## src/rtl/usr_pkg.sv

```systemverilog
// rtl/usr_pkg.sv - shared types and defaults for the shift-register sequencer
package usr_pkg;

  localparam int USR_WIDTH = 4;
  localparam int USR_CNT_W = 4;
  localparam int USR_SER_W = 16;

  // sel driven to the shift register is numerically equal to the op code
  typedef enum logic [1:0] {
    OP_HOLD    = 2'b00,
    OP_SHIFT_A = 2'b01,
    OP_SHIFT_R = 2'b10,
    OP_LOAD    = 2'b11
  } usr_op_e;

  typedef enum logic [1:0] {
    IDLE = 2'b00,
    LOAD = 2'b01,
    RUN  = 2'b10,
    DONE = 2'b11
  } usr_state_e;

endpackage

```

## src/rtl/usr_shift_sequencer_if.sv

```systemverilog
// rtl/usr_shift_sequencer_if.sv - command handshake and shift-register drive bundle
interface usr_shift_sequencer_if
  import usr_pkg::*;
#(
  parameter int WIDTH = USR_WIDTH,
  parameter int CNT_W = USR_CNT_W,
  parameter int SER_W = USR_SER_W
) ();

  logic             cmd_valid;
  logic             cmd_ready;
  logic [1:0]       cmd_op;
  logic [CNT_W-1:0] cmd_count;
  logic [WIDTH-1:0] cmd_data;
  logic [SER_W-1:0] cmd_serial;
  logic [1:0]       sel;
  logic [WIDTH-1:0] inp;
  logic             serial_in;
  logic             busy;
  logic             done;

  modport master (
    output cmd_valid, cmd_op, cmd_count, cmd_data, cmd_serial,
    input  cmd_ready, sel, inp, serial_in, busy, done
  );

  modport slave (
    input  cmd_valid, cmd_op, cmd_count, cmd_data, cmd_serial,
    output cmd_ready, sel, inp, serial_in, busy, done
  );

endinterface

```

## src/rtl/usr_bit_source.sv

```systemverilog
// rtl/usr_bit_source.sv - serial shadow word presenting its LSB as the next serial bit
module usr_bit_source
  import usr_pkg::*;
#(
  parameter int SER_W = USR_SER_W
) (
  input  logic             clk,
  input  logic             reset,
  input  logic             i_load,
  input  logic [SER_W-1:0] i_word,
  input  logic             i_shift,
  input  logic             i_clear,
  output logic             o_bit
);

  logic [SER_W-1:0] r_shadow;

  // Clearing on exit keeps the bit at 0 outside a shift run even if unused bits remain
  always_ff @(posedge clk) begin
    if (reset || i_clear) begin
      r_shadow <= '0;
    end else if (i_load) begin
      r_shadow <= i_word;
    end else if (i_shift) begin
      r_shadow <= r_shadow >> 1;
    end
  end

  assign o_bit = r_shadow[0];

endmodule

```

## src/rtl/usr_shift_sequencer.sv

```systemverilog
// rtl/usr_shift_sequencer.sv - sequences load/hold/shift commands onto a universal shift register
module usr_shift_sequencer
  import usr_pkg::*;
#(
  parameter int WIDTH = USR_WIDTH,
  parameter int CNT_W = USR_CNT_W,
  parameter int SER_W = USR_SER_W
) (
  input  logic                  clk,
  input  logic                  reset,
  usr_shift_sequencer_if.slave  bus
);

  usr_state_e       r_state;
  usr_state_e       w_next;
  logic [1:0]       r_op;
  logic [1:0]       w_op_n;
  logic [WIDTH-1:0] r_data;
  logic [WIDTH-1:0] w_data_n;
  logic [CNT_W-1:0] r_count;
  logic [CNT_W-1:0] w_count_n;
  logic [1:0]       r_sel;
  logic [1:0]       w_sel_n;
  logic [WIDTH-1:0] r_inp;
  logic [WIDTH-1:0] w_inp_n;
  logic             r_busy;
  logic             w_busy_n;
  logic             r_done;
  logic             w_done_n;
  logic             w_accept;
  logic             w_src_load;
  logic             w_src_shift;
  logic             w_src_clear;
  logic             w_serial_bit;

  assign bus.cmd_ready = (r_state == IDLE) && !reset;
  assign w_accept      = bus.cmd_valid && bus.cmd_ready;

  always_comb begin
    w_next      = r_state;
    w_op_n      = r_op;
    w_data_n    = r_data;
    w_count_n   = r_count;
    w_src_load  = 1'b0;
    w_src_shift = 1'b0;
    w_src_clear = 1'b0;
    w_sel_n     = OP_HOLD;
    w_inp_n     = '0;
    w_busy_n    = 1'b0;
    w_done_n    = 1'b0;

    case (r_state)
      IDLE: begin
        if (w_accept) begin
          w_op_n    = bus.cmd_op;
          w_data_n  = bus.cmd_data;
          w_count_n = bus.cmd_count;
          if (bus.cmd_op == OP_LOAD) begin
            w_next = LOAD;
          end else if (bus.cmd_count != '0) begin
            w_next     = RUN;
            w_src_load = 1'b1;
          end else begin
            w_next = DONE;
          end
        end
      end
      LOAD: w_next = DONE;
      RUN: begin
        // The count saturates at 0 so the run length is exactly the accepted count
        if (r_count <= CNT_W'(1)) begin
          w_next      = DONE;
          w_count_n   = '0;
          w_src_clear = 1'b1;
        end else begin
          w_count_n   = r_count - 1'b1;
          w_src_shift = 1'b1;
        end
      end
      DONE: w_next = IDLE;
      default: w_next = IDLE;
    endcase

    // Outputs are registered from the state being entered, so they line up with it
    case (w_next)
      LOAD: begin
        w_sel_n  = OP_LOAD;
        w_inp_n  = w_data_n;
        w_busy_n = 1'b1;
      end
      RUN: begin
        w_sel_n  = w_op_n;
        w_busy_n = 1'b1;
      end
      DONE: begin
        w_busy_n = 1'b1;
        w_done_n = 1'b1;
      end
      default: ;
    endcase
  end

  always_ff @(posedge clk) begin
    if (reset) begin
      r_state <= IDLE;
      r_op    <= OP_HOLD;
      r_data  <= '0;
      r_count <= '0;
      r_sel   <= OP_HOLD;
      r_inp   <= '0;
      r_busy  <= 1'b0;
      r_done  <= 1'b0;
    end else begin
      r_state <= w_next;
      r_op    <= w_op_n;
      r_data  <= w_data_n;
      r_count <= w_count_n;
      r_sel   <= w_sel_n;
      r_inp   <= w_inp_n;
      r_busy  <= w_busy_n;
      r_done  <= w_done_n;
    end
  end

  usr_bit_source #(
    .SER_W (SER_W)
  ) u_bit_source (
    .clk     (clk),
    .reset   (reset),
    .i_load  (w_src_load),
    .i_word  (bus.cmd_serial),
    .i_shift (w_src_shift),
    .i_clear (w_src_clear),
    .o_bit   (w_serial_bit)
  );

  assign bus.sel       = r_sel;
  assign bus.inp       = r_inp;
  assign bus.serial_in = w_serial_bit;
  assign bus.busy      = r_busy;
  assign bus.done      = r_done;

endmodule
```

## src/flat_wrapper.sv

```systemverilog
// flat-port wrapper written by rule: the top's interface ports become plain ports
module usr_shift_sequencer_flat import usr_pkg::*;
#(
  parameter int WIDTH = USR_WIDTH,
  parameter int CNT_W = USR_CNT_W,
  parameter int SER_W = USR_SER_W
)
  (clk, reset, bus_cmd_valid, bus_cmd_op, bus_cmd_count, bus_cmd_data, bus_cmd_serial, bus_cmd_ready, bus_sel, bus_inp, bus_serial_in, bus_busy, bus_done);
  usr_shift_sequencer_if #(.WIDTH(WIDTH), .CNT_W(CNT_W), .SER_W(SER_W)) bus_i ();
  input  logic clk;
  input  logic reset;
  input wire logic [$bits(bus_i.cmd_valid)-1:0] bus_cmd_valid;
  input wire logic [$bits(bus_i.cmd_op)-1:0] bus_cmd_op;
  input wire logic [$bits(bus_i.cmd_count)-1:0] bus_cmd_count;
  input wire logic [$bits(bus_i.cmd_data)-1:0] bus_cmd_data;
  input wire logic [$bits(bus_i.cmd_serial)-1:0] bus_cmd_serial;
  output wire logic [$bits(bus_i.cmd_ready)-1:0] bus_cmd_ready;
  output wire logic [$bits(bus_i.sel)-1:0] bus_sel;
  output wire logic [$bits(bus_i.inp)-1:0] bus_inp;
  output wire logic [$bits(bus_i.serial_in)-1:0] bus_serial_in;
  output wire logic [$bits(bus_i.busy)-1:0] bus_busy;
  output wire logic [$bits(bus_i.done)-1:0] bus_done;
  assign bus_i.cmd_valid = bus_cmd_valid;
  assign bus_i.cmd_op = bus_cmd_op;
  assign bus_i.cmd_count = bus_cmd_count;
  assign bus_i.cmd_data = bus_cmd_data;
  assign bus_i.cmd_serial = bus_cmd_serial;
  assign bus_cmd_ready = bus_i.cmd_ready;
  assign bus_sel = bus_i.sel;
  assign bus_inp = bus_i.inp;
  assign bus_serial_in = bus_i.serial_in;
  assign bus_busy = bus_i.busy;
  assign bus_done = bus_i.done;
  usr_shift_sequencer #(.WIDTH(WIDTH), .CNT_W(CNT_W), .SER_W(SER_W)) u_core (.clk(clk), .reset(reset), .bus(bus_i));
endmodule
```

## config.mk

```make
export PLATFORM = sky130hd
export DESIGN_NAME = usr_shift_sequencer_flat
export DESIGN_NICKNAME = d
export VERILOG_FILES = /design/src/rtl/usr_pkg.sv /design/src/rtl/usr_shift_sequencer_if.sv /design/src/rtl/usr_bit_source.sv /design/src/rtl/usr_shift_sequencer.sv /design/src/flat_wrapper.sv
export SDC_FILE = /design/constraint.sdc
export NUM_CORES = 1
export LEC_CHECK = 0
export ABC_AREA = 0
export CORE_ASPECT_RATIO = 0.75
export CORE_MARGIN = 2
export CORE_UTILIZATION = 45
export DETAILED_ROUTE_END_ITERATION = 8
export HOLD_SLACK_MARGIN = 0.03
export PLACE_DENSITY_LB_ADDON = 0.12
export REMOVE_ABC_BUFFERS = 1
export SKIP_CTS_REPAIR_TIMING = 1
export SLEW_MARGIN = 20
export SYNTH_ARGS = -nofsm -noshare
export SYNTH_HDL_FRONTEND = slang
export SYNTH_HIERARCHICAL = 1
export SYNTH_SLANG_ARGS = --single-unit
```

## constraint.sdc

```tcl
create_clock -name clk -period 2.1 [get_ports clk]
set_clock_uncertainty 0.1 [all_clocks]
set_input_delay 0.21 -clock clk [delete_from_list [all_inputs] [get_ports clk]]
set_output_delay 0.21 -clock clk [all_outputs]
set_load 0.03 [all_outputs]
```

==> flow_summary.yaml, run 1 <==
worst_setup_path:
  r2r_cells: 10
  r2r_setup_slack_ns: 0.10
  worstPathArrival_ns: 2.12
  cpPeakStageDelay_ns: 0.34
  start_kind: "flip-flop"
  path_max_fanout: 4
  path_cells: "inv_1 -> ha_2 -> nor2_2 -> o31a_1 -> o22ai_2 -> inv_1 -> ha_1 -> nor2_2 -> nand2_1 -> o21ai_1"
  worstSetupEndpoint: "u_core/bus.sel[0]$_SDFF_PP0_"
  worst_path_max_delay_cell: "dfxtp_2"
  crit_path_end_kind: "flip-flop"
  r2r-start: "u_core/r_count[0]$_SDFFE_PP0P_"
  setup.worst_path.start: "u_core/r_count[0]$_SDFFE_PP0P_"
  critical_path_class: "reg -> reg"
  reg2reg_to: "u_core/bus.sel[0]$_SDFF_PP0_"
  cp.required_ns: 2.22
placed_design:
  place.gp.congestion: 0.8287
  dp_hpwl_um: 2786
  place_area_mm2: 0.002366
  port_buffers: 38
sta:
  slew_violations: 0
  fin_setup_tns_ns: 0
  period_minus_slack_ns: 1.997
  fmax_ghz: 0.5006
  tightest_slew_ns: 0.6149
  period_share_pct: 95.12
  slew_headroom_pct: 58.96
  setup_violations: 0
  finalHoldViolCount: 0
  rsz0062_at_grt: "false"
cts:
  clockRootBuffer: "clkbuf_8"
  cts_buffers: 5
  htreeDepth: 2
  cts.sinks: 36
  clock_path_buffers: 2
  clk_latency_ns: 0.28
  clkTransAtPathRegs_ns: 0.07
  cts_tree: "built"
route:
  ant_nets: 0
  dr_wl_met2_um: 1666
  highest_layer: "met4"
  drt_iter0_markers: 44
  wl_met1_um: 1912
  dr_wl_met3_um: 168
  drc_errors: 0
  vias: 1453
  vias_per_cell: 4.959
  dr.pass1.iters: 4
  postRouteWirelength_um: 3779
  wl_per_cell_um: 12.90
synth:
  async_flop_share_pct: 0
  post-synth-top-count-cell: "dfxtp_1"
  syn_inst: 183
  ys_types: 34
  synth_edf_count: 0
  yosys-top-cells-area: "dfxtp_1 39%, o211a_1 8.1%, mux2_4 7.3%, ha_1 6.1%, nand2b_1 5.7%"
  synth_common_cells: "36 x dfxtp_1, 19 x nor2_1, 17 x nand2b_1"
  syn_area_per_cell_um2: 10.14
  mappedNetlistArea_mm2: 0.001856
  synth_seq_area_share_pct: 38.84
  yosys_warnings: 6
  synth_top_area_share_pct: 38.84
  synth_seq_cells: 36
  synth_top_cell_by_area: "dfxtp_1"
  synth_ff_type: "dfxtp_1"
final_layout:
  fin_area_mm2: 0.002491
  insertedDiodeCount: 0
  area_delta_synth_final_pct: 34.25
  drive_gt1_share_pct: 23.11
  fillers: 357
  layout.nets: 275
  multiInputGateArea_mm2: 0.001057
  seqCellArea_um2: 721.9
  final_util_pct: 62.22
grt:
  overflow: 0
  antenna_found_initial: 0
  grt_first_pass_wirelength_um: 5989
  grt_max_degree: 20
  grt_usage_pct: 16.58
  first_global_vias: 1347
flow_run:
  maxCapViolations: 0
power:
  sw_frac_of_total_pct: 38.01
  p_int_uw: 1973
  combPwrFrac_pct: 54.8
  switchingPower_uw: 1209
  clkPwrFrac_pct: 15.0
  leakage_uw: 0.001177
  total_power_uw: 3182
  power_density_mw_per_mm2: 1277
  peakVddDrop_v: 0.0006279
  power_frac_seq_pct: 30.2
floorplan:
  die_x_um: 78.15
  rows: 20
  core_mm2: 0.004004
  die_y_um: 59.61
  die-area_mm2: 0.004658
  ioPinCount: 39
  start_util_pct: 46.34
min_path:
  hp-class: "in -> reg"
run_status:
  outcome: "finished, final reports clean"
-- sequential cells by signal (all words and copies together), names as in the netlist --
| signal | flops |
|---|---|
| u_core/r_data | 4 |
| u_core/r_state | 2 |
| u_core/r_op | 2 |
| u_core/bus.busy | 1 |
| u_core/r_count | 4 |
| u_core/bus.done | 1 |
| u_core/bus.sel | 2 |
| u_core/u_bit_source/r_shadow | 16 |
| u_core/bus.inp | 4 |
-- critical path, delay by kind of cell (launching register included) --
kind,cells,cell delay (ns)
simple gates,3,0.27
flops,1,0.34
buf+inv,2,0.16
fa+ha+maj,2,0.51
compound gates,3,0.56
-- cell usage in the layout, fill, tap and decap left out, types with 4 or more instances in the layout --
master | Yosys | final
buf_4 | 0 | 18
inv_1 | 8 | 7
a21oi_1 | 4 | 4
mux2_2 | 7 | 7
nand2b_1 | 17 | 17
nand2_1 | 11 | 11
mux2i_1 | 6 | 6
nor2_1 | 19 | 16
nor3_1 | 4 | 4
nor2b_1 | 8 | 8
o211a_1 | 15 | 15
clkdlybuf4s50_1 | 0 | 37
clkbuf_8 | 0 | 5
mux2_4 | 9 | 9
dfxtp_1 | 36 | 35
ha_1 | 9 | 7
-- power by group through the flow --
stage               logic, uW  registers [uW]  clock network [uW]
floorplan                 970            1040                   0
global placement         1600             961                   0
detailed placement       1650             968                   0
CTS                      1660             953                 498
global route             1890             981                 527
finish                   1750             959                 478
-- final cells by class --
class | count | share of cell area [%]
well taps | 55 | 2.762
multi-input cells | 130 | 42.44
flip-flops and latches | 36 | 28.98
clock inverters | 3 | 0.7534
clock buffers | 5 | 2.762
repair buffers | 56 | 21.09
inverters | 8 | 1.205
-- routing by layer --
layer  track usage, %  vias to the layer above
li1                 -                      744
met1            21.99                      665
met2            26.35                       38
met3            4.878                        6
met4            5.263                        0
met5                0                        -
-- how the worst min path moves through the flow --
| stage | from | end | slack [ns] | depth (start not counted) |
|---|---|---|---|---|
| final | bus_cmd_serial[15] | u_core/u_bit_source/r_shadow[15]$_SDFFE_PP0P_ | 0.39 | 3 |
| after global routing | bus_cmd_serial[15] | u_core/u_bit_source/r_shadow[15]$_SDFFE_PP0P_ | 0.40 | 3 |
| after CTS | bus_cmd_serial[15] | u_core/u_bit_source/r_shadow[15]$_SDFFE_PP0P_ | 0.38 | 3 |
| after detailed placement | u_core/r_data[2]$_SDFF_PP0_ | u_core/bus.inp[2]$_SDFF_PP0_ | 0.38 | 2 |
| after global placement | u_core/r_data[2]$_SDFF_PP0_ | u_core/r_data[2]$_SDFF_PP0_ | 0.37 | 2 |
| after floorplan | reset | u_core/bus.busy$_SDFF_PP0_ | 0.18 | 1 |
-- kinds of logic (layout without fill, tap and decap cells) --
kind of cell	after synthesis	after routing	synth area share, %
multiplexers	22	22	14.77
AO/OA/AOI/OAI	33	33	15.71
adder cells (fa/ha/maj)	9	9	6.069
AND/OR/NAND/NOR	66	66	18.88
buffers and inverters	17	72	5.732
flip-flops	36	36	38.84
-- stage by stage --
stage | cells | hold slack (ns) | setup WS (ns)
5_1_grt | 293 | 0.4037 | 0.02527
3_5_place_dp | 284 | 0.3823 | -0.1298
2_1_floorplan | 174 | 0.1767 | -0.5846
3_3_place_gp | 284 | 0.3731 | -0.05892
4_1_cts | 292 | 0.3786 | -0.1265
6_report | 293 | 0.3896 | 0.1025
(Power assumes the default switching activity.)
==> run 2: changes to the inputs <==
--- a/config.mk
+++ b/config.mk
@@ -6,6 +6,7 @@
 export NUM_CORES = 1
 export LEC_CHECK = 0
 export ABC_AREA = 0
+export ABC_CLOCK_PERIOD_IN_PS = 2100
 export CORE_ASPECT_RATIO = 0.75
 export CORE_MARGIN = 2
 export CORE_UTILIZATION = 45
==> results of run 2 <==
No change in the layout: final DEF, timing and power equal those of run 1.
